**config.mk**
```make
export PLATFORM = sky130hd
export DESIGN_NAME = compute_in_memory_array_flat
export DESIGN_NICKNAME = d
export VERILOG_FILES = /design/src/rtl/compute_in_memory_array_if.sv /design/src/rtl/compute_in_memory_array.sv /design/src/flat_wrapper.sv
export SDC_FILE = /design/constraint.sdc
export NUM_CORES = 1
export LEC_CHECK = 0
export CORE_UTILIZATION = 50
export CTS_CLUSTER_DIAMETER = 30
export DETAILED_ROUTE_END_ITERATION = 8
export DONT_BUFFER_PORTS = 1
export SLEW_MARGIN = 10
export SYNTH_ARGS = -nofsm -noshare
export SYNTH_HDL_FRONTEND = slang
export SYNTH_SLANG_ARGS = --single-unit
```
**constraint.sdc**
```tcl
create_clock -name clk -period 6.7 [get_ports clk]
set_clock_uncertainty 0.05 [all_clocks]
set_input_delay 1.675 -clock clk [delete_from_list [all_inputs] [get_ports clk]]
set_output_delay 1.675 -clock clk [all_outputs]
set_load 0.1 [all_outputs]
```
**src/rtl/compute_in_memory_array_if.sv**
```systemverilog
// +----------------------------------------------------------------------------+
// | compute_in_memory_array_if : spike/weight/readout bus of the CIM array     |
// | Rev 1.0                                                                    |
// +----------------------------------------------------------------------------+
`default_nettype none

interface compute_in_memory_array_if #(
    parameter int TAG_W = 2,
    parameter int W_W   = 16,
    parameter int I_W   = 17
);
    logic                    swap;
    logic                    fifo_empty;
    logic                    req_deq;
    logic        [TAG_W-1:0] fired_tag;
    logic                    w_we;
    logic        [TAG_W-1:0] w_pre;
    logic        [TAG_W-1:0] w_post;
    logic signed [W_W-1:0]   w_data;
    logic        [TAG_W-1:0] i_tag;
    logic signed [I_W-1:0]   i_out;
    logic                    busy;
    logic        [2:0]       state_out;

    modport master (
        output swap, fifo_empty, fired_tag, w_we, w_pre, w_post, w_data, i_tag,
        input  req_deq, i_out, busy, state_out
    );

    modport slave (
        input  swap, fifo_empty, fired_tag, w_we, w_pre, w_post, w_data, i_tag,
        output req_deq, i_out, busy, state_out
    );
endinterface

`default_nettype wire

```
**src/rtl/compute_in_memory_array.sv**
```systemverilog
// +----------------------------------------------------------------------------+
// | compute_in_memory_array : NxN weight matrix with double-buffered currents  |
// | Rev 1.0                                                                    |
// +----------------------------------------------------------------------------+
`default_nettype none

module compute_in_memory_array #(
    parameter int N           = 4,
    parameter int TAG_W       = 2,
    parameter int W_W         = 16,
    parameter int I_W         = 17,
    parameter int DECAY_SHIFT = 1
) (
    input  wire logic                 clk,
    input  wire logic                 asyn_reset,
    compute_in_memory_array_if.slave  bus
);

    typedef enum logic [2:0] {
        IDLE  = 3'd0,
        FETCH = 3'd1,
        LATCH = 3'd2,
        ACCUM = 3'd3,
        INIT  = 3'd4,
        CLR   = 3'd5
    } state_t;

    state_t                  state_q;
    logic                    bank_sel_q;
    logic                    swap_pend_q;
    logic                    req_deq_q;
    logic        [TAG_W-1:0] cnt_q;
    logic        [TAG_W-1:0] tag_q;
    logic signed [I_W-1:0]   i_out_q;

    logic signed [W_W-1:0]   w_q    [N][N];
    logic signed [I_W-1:0]   bank_q [2][N];

    logic signed [W_W-1:0]   wt_d;
    logic signed [I_W-1:0]   work_d;
    logic signed [I_W-1:0]   front_d;
    logic        [I_W:0]     sum_d;
    logic signed [I_W-1:0]   acc_d;
    logic signed [I_W-1:0]   dec_d;
    logic                    last_d;

    always_ff @(posedge clk) begin
        if (bus.w_we) begin
            w_q[bus.w_pre][bus.w_post] <= bus.w_data;
        end
    end

    always_comb begin
        wt_d    = w_q[tag_q][cnt_q];
        work_d  = bank_q[~bank_sel_q][cnt_q];
        front_d = bank_q[bank_sel_q][cnt_q];
        sum_d   = {work_d[I_W-1], work_d} + {{(I_W+1-W_W){wt_d[W_W-1]}}, wt_d};
        // One extra bit of headroom: differing top bits mean the sum left the I_W range.
        if (sum_d[I_W] != sum_d[I_W-1]) begin
            acc_d = sum_d[I_W] ? {1'b1, {(I_W-1){1'b0}}} : {1'b0, {(I_W-1){1'b1}}};
        end else begin
            acc_d = sum_d[I_W-1:0];
        end
        dec_d  = front_d - (front_d >>> DECAY_SHIFT);
        last_d = (cnt_q == TAG_W'(N-1));
    end

    always_ff @(posedge clk) begin
        if (asyn_reset) begin
            state_q     <= CLR;
            bank_sel_q  <= 1'b0;
            swap_pend_q <= 1'b0;
            cnt_q       <= '0;
            req_deq_q   <= 1'b0;
            i_out_q     <= '0;
        end else begin
            req_deq_q <= 1'b0;
            i_out_q   <= (state_q == CLR) ? '0 : bank_q[bank_sel_q][bus.i_tag];
            if (bus.swap) begin
                swap_pend_q <= 1'b1;
            end
            case (state_q)
                IDLE: begin
                    if (!bus.fifo_empty) begin
                        state_q   <= FETCH;
                        req_deq_q <= 1'b1;
                    end else if (swap_pend_q) begin
                        // Acceptance wins over a coincident pulse, so it is not re-latched.
                        bank_sel_q  <= ~bank_sel_q;
                        swap_pend_q <= 1'b0;
                        cnt_q       <= '0;
                        state_q     <= INIT;
                    end
                end
                FETCH: state_q <= LATCH;
                LATCH: begin
                    tag_q   <= bus.fired_tag;
                    cnt_q   <= '0;
                    state_q <= ACCUM;
                end
                ACCUM: begin
                    bank_q[~bank_sel_q][cnt_q] <= acc_d;
                    cnt_q <= cnt_q + TAG_W'(1);
                    if (last_d) state_q <= IDLE;
                end
                INIT: begin
                    bank_q[~bank_sel_q][cnt_q] <= dec_d;
                    cnt_q <= cnt_q + TAG_W'(1);
                    if (last_d) state_q <= IDLE;
                end
                CLR: begin
                    bank_q[0][cnt_q] <= '0;
                    bank_q[1][cnt_q] <= '0;
                    cnt_q <= cnt_q + TAG_W'(1);
                    if (last_d) state_q <= IDLE;
                end
                default: begin
                    cnt_q   <= '0;
                    state_q <= CLR;
                end
            endcase
        end
    end

    assign bus.req_deq   = req_deq_q;
    assign bus.i_out     = i_out_q;
    assign bus.busy      = (state_q != IDLE) | swap_pend_q;
    assign bus.state_out = state_q;

endmodule

`default_nettype wire
```
**src/flat_wrapper.sv**
```systemverilog
// flat-port wrapper written by rule: the top's interface ports become plain ports
module compute_in_memory_array_flat 
#(
    parameter int N           = 4,
    parameter int TAG_W       = 2,
    parameter int W_W         = 16,
    parameter int I_W         = 17,
    parameter int DECAY_SHIFT = 1
)
  (clk, asyn_reset, bus_swap, bus_fifo_empty, bus_fired_tag, bus_w_we, bus_w_pre, bus_w_post, bus_w_data, bus_i_tag, bus_req_deq, bus_i_out, bus_busy, bus_state_out);
  compute_in_memory_array_if #(.TAG_W(TAG_W), .W_W(W_W), .I_W(I_W)) bus_i ();
  input  wire logic clk;
  input  wire logic asyn_reset;
  input wire logic [$bits(bus_i.swap)-1:0] bus_swap;
  input wire logic [$bits(bus_i.fifo_empty)-1:0] bus_fifo_empty;
  input wire logic [$bits(bus_i.fired_tag)-1:0] bus_fired_tag;
  input wire logic [$bits(bus_i.w_we)-1:0] bus_w_we;
  input wire logic [$bits(bus_i.w_pre)-1:0] bus_w_pre;
  input wire logic [$bits(bus_i.w_post)-1:0] bus_w_post;
  input wire logic [$bits(bus_i.w_data)-1:0] bus_w_data;
  input wire logic [$bits(bus_i.i_tag)-1:0] bus_i_tag;
  output wire logic [$bits(bus_i.req_deq)-1:0] bus_req_deq;
  output wire logic [$bits(bus_i.i_out)-1:0] bus_i_out;
  output wire logic [$bits(bus_i.busy)-1:0] bus_busy;
  output wire logic [$bits(bus_i.state_out)-1:0] bus_state_out;
  assign bus_i.swap = bus_swap;
  assign bus_i.fifo_empty = bus_fifo_empty;
  assign bus_i.fired_tag = bus_fired_tag;
  assign bus_i.w_we = bus_w_we;
  assign bus_i.w_pre = bus_w_pre;
  assign bus_i.w_post = bus_w_post;
  assign bus_i.w_data = bus_w_data;
  assign bus_i.i_tag = bus_i_tag;
  assign bus_req_deq = bus_i.req_deq;
  assign bus_i_out = bus_i.i_out;
  assign bus_busy = bus_i.busy;
  assign bus_state_out = bus_i.state_out;
  compute_in_memory_array #(.N(N), .TAG_W(TAG_W), .W_W(W_W), .I_W(I_W), .DECAY_SHIFT(DECAY_SHIFT)) u_core (.clk(clk), .asyn_reset(asyn_reset), .bus(bus_i));
endmodule
```
==> metrics.md <==
| Metric | Value |
|---|---|
| Critical path peak fanout | 28 |
| Worst-path cell with the longest stage delay | dfxtp_4 |
| Top-area cell type share of the netlist area | 36.3% |
| Crit path kind | reg -> reg |
| I/O Pins | 51 |
| Num CTS Buffers | 90 |
| DR vias | 15174 |
| Clock Sinks | 422 |
| Crit end category | register |
| Sequential area share after synthesis | 51.7% |
| Post-DP HPWL | 39000 um |
| Avg Inst Size Synth | 12.7 um^2 |
| Wire length on met2 | 29900 um |
| Synth Cell Area | 21300 um^2 |
| Root Driver | clkbuf_16 |
| PwrDens | 374 nW/um^2 |
| CTS tree | yes |
| Highest routed layer | met4 |
| EDFF count, synth | 258 |
| H-tree lvl count | 3 |
| CP peak stage delay | 0.70 ns |
| Ys Warns | 0 |
| Clk slew on worst S/H paths | 0.05 ns |
| Nets | 1767 |
| 1st-iter DRT viols | 1381 |
| Fmax | 0.180 GHz |
| Crit-path cells | buf_4 -> mux4_2 -> mux4_2 -> ha_1 -> a211oi_1 -> nor4_2 -> o32ai_2 -> a31o_1 -> nand3_4 -> a31oi_2 -> o221ai_1 |
| Met3 WL | 5060 um |
| Setup repair bufs after CTS | 0 |
| Grt ovf | 0 |
| DIE AREA | 43500 um^2 |
| Unique masters post-synth | 74 |
| Peak VDD IR | 0.000268 V |
| Top cell by count, worst path | mux4_2 |
| Leakage | 8.56 nW |
| Final setup TNS | 0 ns |
| Drt wl/cell | 26.3 um |
| # setup viols final | 0 |
| Clock insertion delay at the later pin of the skew report | 0.63 ns |
| Initial core utilization | 50.7% |
| Synthesized netlist cell count | 1677 |
| Slew margin rel. | 13.7% |
| Fill cells | 3289 |
| Hold_buf cts | 0 |
| Final Hold Fails | 0 |
| Drc violations | 0 |
| Leading area contributor after synthesis | edfxtp_1 |
| Chip width | 209 um |
| Post-synth net total | 1745 |
| Pins Over Slew Limit | 0 |
| # diodes | 0 |
| Setup slack, reg-to-reg | 1.16 ns |
| First-pass GRT wire length | 93500 um |
| Hold Crit Class | reg -> reg |
| Antenna violations before repair | 0 |
| Vias in the first global route | 15318 |
| Routability cong. | 0.952 |
| Die span in y | 209 um |
| Fin crit share | 82.7% |
| Number of buffers added on ports | 0 |
| PnR Total Power | 9.38 mW |
| Ys flop type | edfxtp_1 |
| WL met1 | 23700 um |
| Share of cells above drive strength 1 | 24.4% |
| Commonest cells in the netlist | edfxtp_1, mux4_2, nand2_1, dfxtp_1, nor2_1 |
| Yosys reg bits | 422 |
| DRT Wirelength | 60900 um |
| Area Growth Syn to Fin | 17.5% |
| Number of vias per cell | 6.56 |
| CP Launch Type | register |
| Synth top area cells | edfxtp_1, mux4_2, dfxtp_1 |
| Site Rows | 75 |
| Most frequent cell after synthesis | edfxtp_1 |
| Drt pass-1 iters | 6 |
| Clock Tree Buf Depth | 3 |
| RSZ-0062 raised after global routing | no |
| Largest net degree at the start of global routing | 37 |
| Arrival time at the worst endpoint | 5.95 ns |
| Worst Path Required | 7.11 ns |
| Worst slew pin tran | 1.29 ns |
| Final Critical Period | 5.54 ns |
| Outcome | finished, final reports clean |
| Std-Cell Core Area | 42000 um^2 |
| Antenna Nets Post-Route | 0 |
| GRT Util Overall | 28.8% |
| Post-CTS sizing | 0 |
| Maxcap violations | 0 |
| Fraction of registers with async set or reset after synthesis | 0% |
-- final timing paths --
path                                                start                                end  cells past startpoint
worst max-delay path                             register  u_core.bank_q[0][14]$_SDFFE_PP0P_                     11
worst max register to register                   register  u_core.bank_q[0][14]$_SDFFE_PP0P_                     11
worst min register to register  u_core.tag_q[0]$_DFFE_PP_                           register                      1
worst min-delay path            u_core.tag_q[0]$_DFFE_PP_                           register                      1
-- cells in the final DEF, fill, tap and decap left out, types with 29 or more instances in the layout --
cell and n:
nor3_1 29, a31oi_1 53, nor2_1 86, clkbuf_16 91
buf_4 48, a21oi_1 66, mux4_2 182, edfxtp_1 258
ha_1 37, o31ai_1 38, dfxtp_1 158, nand3_1 57
nand2_1 169, o21ai_0 88
-- final cells by class --
cell class	instances	area [um^2]	share of cell area, %
multi-input cells	1106	9760	39.0
flip-flops and latches	422	11000	44.1
well taps	539	674	2.69
inverters	29	109	0.434
repair buffers	50	400	1.60
clock inverters	56	667	2.66
clock buffers	110	2410	9.61
-- critical path, delay by kind of cell (launching register included) --
| family | cells | cell delay [ns] |
|---|---|---|
| compound gates | 5 | 2.18 |
| fa+ha+maj | 1 | 0.28 |
| flops | 1 | 0.70 |
| simple gates | 2 | 0.69 |
| mux | 2 | 1.06 |
| buf+inv | 1 | 0.37 |
-- logic make-up after synthesis --
family | share of synthesized area [%]
buf+inv | 2.76
fa+ha+maj | 2.41
flops | 51.7
xor+xnor | 0.821
simple gates | 9.47
compound gates | 12.5
mux | 20.4
-- report_power, final --
part,switching [mW],leakage [nW],internal (mW)
clock,1.49,1.45,2.92
combinational,1.24,3.45,0.656
sequential,0.156,3.66,2.92
total,2.88,8.56,6.50
-- through the flow --
| step | worst slack [ns] | utilization [%] | hold slack [ns] | instance area (um^2) | std cells |
|---|---|---|---|---|---|
| 2_1_floorplan | 2.16 | - | 0.399 | 21300 | 1677 |
| 3_3_place_gp | 1.33 | 52.3 | 0.419 | 22000 | 2146 |
| 3_5_place_dp | 1.19 | 52.3 | 0.430 | 22000 | 2146 |
| 4_1_cts | 1.16 | 59.6 | 0.434 | 25100 | 2312 |
| 5_1_grt | 0.767 | 59.6 | 0.435 | 25100 | 2312 |
| 6_report | 1.16 | 59.6 | 0.428 | 25100 | 2312 |
-- sequential cells by signal, summed over array words and instances, names as in the netlist, named ones only --
register and count:
u_core.bus.i_out 17, u_core.w_q 256, u_core.bus.req_deq 1, u_core.bank_q 136
u_core.swap_pend_q 1, u_core.bus.state_out 3, u_core.bank_sel_q 1, u_core.cnt_q 2
u_core.tag_q 2
-- routing by layer --
| metal | vias up | track usage [%] |
|---|---|---|
| li1 | 6717 | - |
| met1 | 7591 | 36.5 |
| met2 | 727 | 47.7 |
| met3 | 139 | 6.64 |
| met4 | 0 | 12.1 |
| met5 | - | 0 |
Note: power is estimated with default switching activity, not from simulation.
